`src/rtl/mac_tile_engine.sv`:
```
// -----------------------------------------------------------------------------
// mac_tile_engine
//
// Computes the saturated matrix product O[M x T] = I[M x N] * W[N x T].
// I and W come from two read-only word memories and O goes to a packed output
// memory. One memory word holds LANES signed elements of DW bits, with lane 0
// at the LSB. Rows of I, transposed columns of W, and rows of O all take KW
// words each.
//
// Ports:
//   CLK, RSTN       clock and asynchronous active-low reset
//   START           start request, only looked at while idle
//   ABORT           synchronous abort, returns to idle on the next edge
//   MNT             {M, N, T} dimensions, with M in the MSBs
//   BUSY            high while an operation is running
//   DONE            one-cycle completion pulse
//   ERR             qualifies DONE and flags a dimension error
//   EN_I/ADDR_I     input memory read port; RDATA_I arrives one cycle later
//   EN_W/ADDR_W     weight memory read port; RDATA_W arrives one cycle later
//   EN_O/RW_O       output memory enable and write strobe
//   ADDR_O/WDATA_O  output memory word address and data
// -----------------------------------------------------------------------------
module mac_tile_engine #(
    parameter int DW     = 16,
    parameter int LANES  = 4,
    parameter int MAXDIM = 8,
    parameter int DIMW   = 4,
    localparam int KW    = MAXDIM / LANES,
    localparam int AW    = $clog2(MAXDIM * KW)
) (
    input  logic                  CLK,
    input  logic                  RSTN,
    input  logic                  START,
    input  logic                  ABORT,
    input  logic [3*DIMW-1:0]     MNT,
    output logic                  BUSY,
    output logic                  DONE,
    output logic                  ERR,
    output logic                  EN_I,
    output logic [AW-1:0]         ADDR_I,
    input  logic [LANES*DW-1:0]   RDATA_I,
    output logic                  EN_W,
    output logic [AW-1:0]         ADDR_W,
    input  logic [LANES*DW-1:0]   RDATA_W,
    output logic                  EN_O,
    output logic                  RW_O,
    output logic [AW-1:0]         ADDR_O,
    output logic [LANES*DW-1:0]   WDATA_O
);

    localparam int ACCW = 2*DW + $clog2(MAXDIM);

    // Saturation limits, sign-extended to the accumulator width.
    localparam logic signed [ACCW-1:0] SAT_HI = {{(ACCW-DW+1){1'b0}}, {(DW-1){1'b1}}};
    localparam logic signed [ACCW-1:0] SAT_LO = {{(ACCW-DW+1){1'b1}}, {(DW-1){1'b0}}};

    typedef enum logic [2:0] {
        S_IDLE,
        S_READ,
        S_LAST,
        S_WRITE,
        S_FIN
    } engineState_t;

    engineState_t state_q, state_d;

    logic [DIMW-1:0]        dimM_q, dimM_d;
    logic [DIMW-1:0]        dimN_q, dimN_d;
    logic [DIMW-1:0]        dimT_q, dimT_d;
    logic [DIMW-1:0]        mIdx_q, mIdx_d;
    logic [DIMW-1:0]        tIdx_q, tIdx_d;
    logic [DIMW-1:0]        bIdx_q, bIdx_d;
    logic [DIMW-1:0]        prevB_q, prevB_d;
    logic                   rdValid_q, rdValid_d;
    logic signed [ACCW-1:0] acc_q, acc_d;
    logic [LANES*DW-1:0]    buf_q, buf_d;
    logic                   err_q, err_d;

    logic [DIMW-1:0]        fieldM, fieldN, fieldT;
    logic                   dimsOk;
    logic [DIMW-1:0]        kbLast;
    logic                   tIsLast, mIsLast, tLaneLast;
    logic signed [DW-1:0]   opI, opW;
    logic signed [2*DW-1:0] prod;
    logic signed [ACCW-1:0] dotSum, accSum;
    logic [DW-1:0]          satVal;

    assign fieldM = MNT[3*DIMW-1 -: DIMW];
    assign fieldN = MNT[2*DIMW-1 -: DIMW];
    assign fieldT = MNT[DIMW-1:0];

    assign dimsOk = (fieldM != '0) && (int'(fieldM) <= MAXDIM) &&
                    (fieldN != '0) && (int'(fieldN) <= MAXDIM) &&
                    (fieldT != '0) && (int'(fieldT) <= MAXDIM);

    // Index of the last k-block of a dot product, i.e. ceil(N/LANES)-1.
    assign kbLast    = DIMW'((int'(dimN_q) + LANES - 1) / LANES - 1);
    assign tIsLast   = (tIdx_q == dimT_q - DIMW'(1));
    assign mIsLast   = (mIdx_q == dimM_q - DIMW'(1));
    assign tLaneLast = ((int'(tIdx_q) % LANES) == LANES - 1);

    // Lane products of the data returned for the previous cycle's read.
    // Lanes whose k index is at or past N are forced to zero, so memory
    // contents past the end of a row never reach the sum.
    always_comb begin
        dotSum = '0;
        opI    = '0;
        opW    = '0;
        prod   = '0;
        for (int j = 0; j < LANES; j++) begin
            opI  = RDATA_I[j*DW +: DW];
            opW  = RDATA_W[j*DW +: DW];
            prod = (2*DW)'(opI) * (2*DW)'(opW);
            if (int'(prevB_q) * LANES + j < int'(dimN_q)) begin
                dotSum = dotSum + ACCW'(prod);
            end
        end
    end

    // The running sum including this cycle's arriving data. In LAST this is
    // the complete dot product.
    assign accSum = acc_q + (rdValid_q ? dotSum : '0);

    // Clamp the wide dot product into the signed element range.
    always_comb begin
        if (accSum > SAT_HI) begin
            satVal = {1'b0, {(DW-1){1'b1}}};
        end else if (accSum < SAT_LO) begin
            satVal = {1'b1, {(DW-1){1'b0}}};
        end else begin
            satVal = accSum[DW-1:0];
        end
    end

    // Next-state logic and Moore outputs. Every enable and address depends
    // only on the registered state, so the reset state drives every output
    // to zero.
    always_comb begin
        state_d   = state_q;
        dimM_d    = dimM_q;
        dimN_d    = dimN_q;
        dimT_d    = dimT_q;
        mIdx_d    = mIdx_q;
        tIdx_d    = tIdx_q;
        bIdx_d    = bIdx_q;
        acc_d     = acc_q;
        buf_d     = buf_q;
        err_d     = err_q;
        rdValid_d = (state_q == S_READ);
        prevB_d   = bIdx_q;

        BUSY    = 1'b0;
        DONE    = 1'b0;
        ERR     = 1'b0;
        EN_I    = 1'b0;
        ADDR_I  = '0;
        EN_W    = 1'b0;
        ADDR_W  = '0;
        EN_O    = 1'b0;
        RW_O    = 1'b0;
        ADDR_O  = '0;
        WDATA_O = '0;

        case (state_q)
            S_IDLE: begin
                if (START && !ABORT) begin
                    if (dimsOk) begin
                        dimM_d  = fieldM;
                        dimN_d  = fieldN;
                        dimT_d  = fieldT;
                        mIdx_d  = '0;
                        tIdx_d  = '0;
                        bIdx_d  = '0;
                        acc_d   = '0;
                        buf_d   = '0;
                        err_d   = 1'b0;
                        state_d = S_READ;
                    end else begin
                        err_d   = 1'b1;
                        state_d = S_FIN;
                    end
                end
            end

            S_READ: begin
                BUSY   = 1'b1;
                EN_I   = 1'b1;
                EN_W   = 1'b1;
                ADDR_I = AW'(int'(mIdx_q) * KW + int'(bIdx_q));
                ADDR_W = AW'(int'(tIdx_q) * KW + int'(bIdx_q));
                acc_d  = accSum;
                if (bIdx_q == kbLast) begin
                    state_d = S_LAST;
                end else begin
                    bIdx_d = bIdx_q + DIMW'(1);
                end
            end

            S_LAST: begin
                BUSY = 1'b1;
                for (int j = 0; j < LANES; j++) begin
                    if (j == int'(tIdx_q) % LANES) begin
                        buf_d[j*DW +: DW] = satVal;
                    end
                end
                acc_d  = '0;
                bIdx_d = '0;
                if (tLaneLast || tIsLast) begin
                    state_d = S_WRITE;
                end else begin
                    tIdx_d  = tIdx_q + DIMW'(1);
                    state_d = S_READ;
                end
            end

            S_WRITE: begin
                // Lanes past T-1 are still zero because the buffer is
                // cleared after every write.
                BUSY    = 1'b1;
                EN_O    = 1'b1;
                RW_O    = 1'b1;
                ADDR_O  = AW'(int'(mIdx_q) * KW + int'(tIdx_q) / LANES);
                WDATA_O = buf_q;
                buf_d   = '0;
                if (!tIsLast) begin
                    tIdx_d  = tIdx_q + DIMW'(1);
                    state_d = S_READ;
                end else if (!mIsLast) begin
                    mIdx_d  = mIdx_q + DIMW'(1);
                    tIdx_d  = '0;
                    state_d = S_READ;
                end else begin
                    state_d = S_FIN;
                end
            end

            S_FIN: begin
                DONE    = 1'b1;
                ERR     = err_q;
                err_d   = 1'b0;
                state_d = S_IDLE;
            end

            default: begin
                state_d = S_IDLE;
            end
        endcase

        // Abort overrides every transition except staying idle.
        if (ABORT && (state_q != S_IDLE)) begin
            state_d = S_IDLE;
        end
    end

    // State and datapath registers.
    always_ff @(posedge CLK or negedge RSTN) begin
        if (!RSTN) begin
            state_q   <= S_IDLE;
            dimM_q    <= '0;
            dimN_q    <= '0;
            dimT_q    <= '0;
            mIdx_q    <= '0;
            tIdx_q    <= '0;
            bIdx_q    <= '0;
            prevB_q   <= '0;
            rdValid_q <= 1'b0;
            acc_q     <= '0;
            buf_q     <= '0;
            err_q     <= 1'b0;
        end else begin
            state_q   <= state_d;
            dimM_q    <= dimM_d;
            dimN_q    <= dimN_d;
            dimT_q    <= dimT_d;
            mIdx_q    <= mIdx_d;
            tIdx_q    <= tIdx_d;
            bIdx_q    <= bIdx_d;
            prevB_q   <= prevB_d;
            rdValid_q <= rdValid_d;
            acc_q     <= acc_d;
            buf_q     <= buf_d;
            err_q     <= err_d;
        end
    end

endmodule
```
`config.mk`:
```
export PLATFORM = sky130hd
export DESIGN_NAME = mac_tile_engine
export DESIGN_NICKNAME = d
export VERILOG_FILES = /design/src/rtl/mac_tile_engine.sv
export SDC_FILE = /design/constraint.sdc
export NUM_CORES = 2
export LEC_CHECK = 0
export CAP_MARGIN = 20
export CORE_MARGIN = 2
export CORE_UTILIZATION = 60
export DETAILED_ROUTE_END_ITERATION = 16
export DONT_BUFFER_PORTS = 1
export HOLD_SLACK_MARGIN = 0.03
export PLACE_DENSITY = 0.81
export SLEW_MARGIN = 20
export SYNTH_ARGS = -nofsm -noshare
export SYNTH_HDL_FRONTEND = slang
export SYNTH_SLANG_ARGS = --single-unit
```
`constraint.sdc`:
```
create_clock -name CLK -period 19.05 [get_ports CLK]
set_input_delay 0.9525 -clock CLK [delete_from_list [all_inputs] [get_ports CLK]]
set_output_delay 0.9525 -clock CLK [all_outputs]
set_load 0.05 [all_outputs]
```
### Yosys cells after proc, flatten, opt, wreduce, memory -nomap -nowiden

Index checks and enable logic that the tools add are counted.

* output and inout port bits: 83
* register bits after elaboration: 132
* bits of input ports: 144
* word-level logic and storage cells: 152

* eq/ne operators: 24
* bitwise operators: 1
* reduce and logical (&&, ||, !) cells: 32
* multiply operators: 4
* $add $sub $neg: 19
* mux-type cells: 48
* $lt $le $gt $ge: 9

Operators by type and width (count)
* two-way mux 35 bit: 7
* two-way mux 64 bit: 3
* case mux 64 bit (3 select lines): 1
* multiplier 16 x 16 -> 32 bit: 4
* adder 35 x 32 -> 35 bit: 3
* case mux 35 bit (3 select lines): 1
* two-way mux 16 bit: 6
* two-way mux 4 bit: 11
* adder 35 bit: 1
* greater-than comparator 35 x 16 -> 1 bit, second input constant: 1
* less-than comparator 35 x 16 -> 1 bit, second input constant: 1
* zero test 32 bit: 1
* case mux 4 bit (3 select lines): 2
* less-than comparator 7 x 4 -> 1 bit: 3
* != test 2 bit, second input constant: 10
* AND reduction 4 bit: 5
* two-way mux 3 bit: 6
* adder 6 x 2 -> 7 bit, second input constant: 2
* adder 4 x 1 -> 4 bit, second input constant: 3
* == test 4 bit: 3
* <= comparator 4 bit, second input constant: 3
* case mux 3 bit (4 select lines): 1
* nonzero test 4 bit: 3
* AND reduction 5 bit: 2
* 32 further kinds: 54

### Longest topological paths before layout

* depth after elaboration: 15
* mapped depth: 92
* depth with buffers taken out: 90

### Worst setup path after synthesis

No wires, ideal clock.

* path type: input-to-reg
* from: input RDATA_W[1]
* to: register buf_q[17]
* data required time: 18.925 ns
* path slack: -1.343 ns
* library setup time: 0.125 ns
* path buffers: 1
* arrival: 20.268 ns
* stages: 84
* cells stage by stage: clkbuf_1 nand2_1 fa_1 fa_1 fa_1 inv_1 ha_1 fa_1 inv_1 fa_1 inv_1 ha_1 nor3_1 nand3_1 and3_1 o21a_1 or4_1 nand2_1 (+48 left out) o21ai_0 nand2b_1 a21o_1 a21oi_1 xor2_1 o21ai_0 ha_1 nand3_1 nor3_1 a211oi_1 o31a_1 xnor2_1 nor3_1 nand4_1 or3_1 and3_4 o21a_4 mux2_2

* word-level cells in the longest chain between the ends: 15
* elaborated cells on any way between the ends: 16
* those cells by class: add/sub (4); mul (1); order compare (2); mux (9)

RTL lines
* start: declaration: RTL line 44 `input logic [LANES*DW-1:0] RDATA_W,`
* multiplier 16 x 16 -> 32 bit *: RTL line 113 `prod = (2*DW)'(opI) * (2*DW)'(opW);`
* two-way mux 35 bit *: RTL line 114 `if (int'(prevB_q) * LANES + j < int'(dimN_q)) begin`
* adder 35 x 32 -> 35 bit: RTL line 115 `dotSum = dotSum + ACCW'(prod);`
* two-way mux 35 bit *: RTL line 114
* adder 35 x 32 -> 35 bit: RTL line 115
* two-way mux 35 bit *: RTL line 114
* adder 35 x 32 -> 35 bit: RTL line 115
* two-way mux 35 bit *: RTL line 114
* two-way mux 35 bit *: RTL line 122 `assign accSum = acc_q + (rdValid_q ? dotSum : '0);`
* adder 35 bit *: RTL line 122
* less-than comparator 35 x 16 -> 1 bit: RTL line 128 `end else if (accSum < SAT_LO) begin`
* two-way mux 16 bit: RTL line 128
* two-way mux 16 bit *: RTL line 126 `if (accSum > SAT_HI) begin`
* two-way mux 16 bit *: RTL line 202 `if (j == int'(tIdx_q) % LANES) begin`
* case mux 64 bit (3 select lines) *: RTL line 164 `case (state_q)`
* end signal: assignment: RTL line 281 `buf_q <= buf_d;`
* end: declaration: RTL line 76 `logic [LANES*DW-1:0] buf_q, buf_d;`

Mark *: on every way between the ends. The rest lies on a longest branch, timed or not. The select of a mux whose other input is x is not followed.
A chain may end at the register's enable or synchronous reset.

### Final worst setup path

* from: input RDATA_I[8]
* to: register buf_q[33]

* word-level cells in the longest chain between the ends: 15
* elaborated cells on any way between the ends: 16
* those cells by class: add/sub (4); mul (1); order compare (2); mux (9)

RTL lines
* start: declaration: RTL line 41 `input logic [LANES*DW-1:0] RDATA_I,`
* multiplier 16 x 16 -> 32 bit *: RTL line 113
* two-way mux 35 bit *: RTL line 114
* adder 35 x 32 -> 35 bit: RTL line 115
* two-way mux 35 bit *: RTL line 114
* adder 35 x 32 -> 35 bit: RTL line 115
* two-way mux 35 bit *: RTL line 114
* adder 35 x 32 -> 35 bit: RTL line 115
* two-way mux 35 bit *: RTL line 114
* two-way mux 35 bit *: RTL line 122
* adder 35 bit *: RTL line 122
* less-than comparator 35 x 16 -> 1 bit: RTL line 128
* two-way mux 16 bit: RTL line 128
* two-way mux 16 bit *: RTL line 126
* two-way mux 16 bit *: RTL line 202
* case mux 64 bit (3 select lines) *: RTL line 164

Marks and branches as above.

==> summary.log <==
qor: yosys.post-synth-top-area-fraction 45.1%
qor: yosys.syn_nets 7567
qor: yosys.synth_area 53000 sq um
qor: critical_path.setup.worst_path.class primary input to flip-flop
qor: cells_and_area.post_route_cells_drive_above_1_share 18.1%
qor: die.fp-row-count 108
qor: route.drtIter0Drc 3889
qor: critical_path.startpoint_class primary input
qor: timing.post-route-min-period 20.17 ns
qor: grt.antenna_found_initial 1
qor: yosys.synthDominantAreaCellType fa_1
qor: critical_path.crit_path_slowest_cell fa_1
qor: timing.finalHoldViolations 0
qor: critical_path.cp_max_fo 16
qor: clocking.cts-htree-levels 4
qor: cells_and_area.finalNetCount 8048
qor: yosys.yosys.cell_types.count 87
qor: die.core-area 87200 sq um
qor: critical_path.path_common_cell buf_4
qor: clocking.cts_tree yes
qor: timing.fin_setup_tns -67.35 ns
qor: route.routed_wl 153000 microns
qor: critical_path.cp_slowest_stage_delay 0.56 ns
qor: die.floorplan.initialDensity 60.8%
qor: cells_and_area.growth_of_design_area_from_synthesis_to_finish 16.3%
qor: job.drv_cap 0
qor: die.die_h 301 microns
qor: yosys.post_synth.cell_area_avg 9.15 sq um
qor: clocking.buffer_type_at_the_clock_tree_root clkbuf_16
qor: timing.slack_of_the_critical_path -1.12 ns
qor: yosys.async_s_r_ff_share_synth 100%
qor: timing.fmaxAchievable 0.0496 GHz
qor: clocking.cts-buffers-inserted 17
qor: grt.via_count_of_the_first_global_routing_pass 47500
qor: timing.setup-violations-final 68
qor: critical_path.r2r_slack 1.55 ns
qor: timing.setup_repair_after_global_routing_missed_its_margin yes
qor: route.drc 0
qor: route.firstDrtPassIters 7
qor: placement.gp_routability_congestion 0.947
qor: cells_and_area.n_antenna_cell 0
qor: cells_and_area.final_cell_count_no_fill 7436
qor: grt.grt-ovfl-total 0
qor: grt.grt_max_degree 133
qor: outcome.violations setup timing
qor: timing.timing.clock.skew 0.0100 ns
qor: route.wl_cell 20.6 microns
qor: yosys.syn_inst_count 5787
qor: die.die_width 301 microns
qor: route.final_antenna_net_count 0
qor: yosys.yosysSeqAreaShare 6.24%
qor: critical_path.worstPathArrival 20.48 ns
qor: cells_and_area.fillCellCount 5922
qor: yosys.synth.top_cells.by_area fa_1, ha_1, inv_1
qor: yosys.postSynthRegisterBits 132
qor: grt.gr-usage-all-layers 33.9%
qor: clocking.clk_pin_slew 0.06 ns
qor: yosys.yosys_warnings 0
qor: critical_path.end_kind flip-flop
qor: die.floorplan.io_pins 227
qor: critical_path.origin_of_the_critical_flop_to_flop_path dimN_q[3]
qor: critical_path.worstRegToRegCells 78
qor: grt.grt_pass1_wl 244000 microns
qor: clocking.cts_hold_repair.buffers 0
qor: clocking.count_of_clock_tree_sinks 132
qor: clocking.insertion_delay_to_the_later_sink_of_the_worst_skew_pair 0.43 ns
qor: timing.tightest_slew 1.08 ns
qor: placement.count_of_input_and_output_buffers 0
qor: timing.fin_crit_sh 106%
qor: critical_path.timing.rr.end buf_q[33]
qor: worst_hold_path.timing.hold.worst.class primary input to asynchronous set/reset pin
qor: timing.max_slew_margin 27.9%
qor: outcome.outcome complete, but fails checks
qor: yosys.ys.flop_type dfrtp_1
qor: route.num_vias 43100
qor: clocking.clockBufferDepth 2
qor: timing.slew_viol_final 0
qor: die.floorplan.die_area 90700 sq um
qor: placement.placed_cells_incl_taps 7258
qor: timing.hold-worst-slack 0.218 ns
qor: yosys.edff_count_synth 0
qor: critical_path.critPathRequiredTime 19.36 ns
qor: route.via_cell_ratio 5.80
qor: placement.hpwl 118000 microns
[Yosys cell counts, drive strengths merged, types with 14 or more instances]
master and count:
a22o 31, and2 484, nand4 23, nor3 43, nor2 213, xnor2 127
ha 442, nand2 731, a31oi 32, o21ai 135, xor2 65, mux2 27
nor2b 17, inv 1272, a211oi 29, nand3 29, o211ai 15, fa 1194
o21bai 23, o21a 35, a21oi 191, a21o 56, clkbuf 181, and3 22
buf 14, dfrtp 132, nand2b 80
[cell usage in the layout (no fill, tap or decap), types with 26 or more instances in the layout]
cell type	n
inv_1	1240
fa_1	1186
nand2_1	696
buf_4	632
and2_1	474
ha_1	378
nor2_1	198
dfrtp_1	132
xnor2_1	110
a21oi_1	97
a21oi_2	85
o21ai_0	79
nand2b_1	78
xor2_1	59
ha_4	59
a21o_1	55
nor3_1	36
o21a_1	32
inv_2	31
a22o_1	31
o21ai_2	26
o21ai_1	26
[cell type report]
cell class / count / area (sq um) / area share (%)
Timing Repair Buffer: 656 / 5070 / 8.24
Sequential cell: 132 / 3300 / 5.36
Tap cell: 1155 / 1450 / 2.35
Clock buffer: 17 / 425 / 0.691
Clock inverter: 15 / 219 / 0.356
Inverter: 1272 / 4780 / 7.76
Multi-Input combinational cell: 4189 / 46300 / 75.2
[how the worst max path moves through the flow]
stage / start / end / slack (ns) / depth (start not counted)
after floorplan: RDATA_W[4] / buf_q[17] / -0.18 / 88
after global placement: RDATA_I[8] / buf_q[16] / -1.33 / 83
after detailed placement: RDATA_I[14] / buf_q[49] / -1.60 / 78
after CTS: RDATA_W[4] / buf_q[0] / -0.63 / 85
after global routing: RDATA_I[8] / buf_q[49] / -1.78 / 78
final: RDATA_I[8] / buf_q[33] / -1.12 / 95
[state kept, by name, summed over array words and instances (netlist names), 4 cells and up]
signal,cells
acc_q,35
bIdx_q,4
buf_q,64
dimM_q,4
dimN_q,4
dimT_q,4
mIdx_q,4
prevB_q,4
tIdx_q,4
[routing by layer]
| layer | vias to the layer above | wire (microns) | track usage, % |
|---|---|---|---|
| met5 | - | 0 | 0 |
| met4 | 0 | 7590 | 14.2 |
| met3 | 589 | 13600 | 6.48 |
| met2 | 2306 | 74300 | 56.6 |
| met1 | 21800 | 57700 | 43.6 |
| li1 | 18500 | - | - |
[metrics by stage]
stage	area, sq um	setup WS, ns	utilization, %
3_5_place_dp	58100	-1.60	66.6
4_1_cts	60200	-0.632	69.0
3_3_place_gp	58100	-1.33	66.6
6_report	61600	-1.12	70.6
2_1_floorplan	53600	-0.176	-
5_1_grt	61600	-1.78	70.6
[kinds of logic after synthesis]
group	after synthesis	share of synthesized area (%)
AND/OR/NAND/NOR	1692	15.5
adder cells (fa/ha/maj)	1636	55.6
buffers and inverters	1467	10.5
AO/OA/AOI/OAI	633	8.22
XOR/XNOR	193	3.23
flip-flops	132	6.24
multiplexers	34	0.706
[worst max-delay path, delay by kind of cell]
kind                     cells  cell delay, ns
AND/OR/NAND/NOR             10            1.60
adder cells (fa/ha/maj)     20            8.66
multiplexers                 1            0.25
buffers and inverters       37            4.26
XOR/XNOR                     4            0.61
AO/OA/AOI/OAI               23            4.12
[repair_timing]
item / CTS / global route
resized for setup: 155 / 224
setup endpoints to repair: 72 / 79
gates cloned: 1 / 1
buffers inserted: 106 / 45
pin swaps: 91 / 137
Power is not shown: default switching activity piles up to over one toggle a cycle in this logic, so the estimate is an artifact.
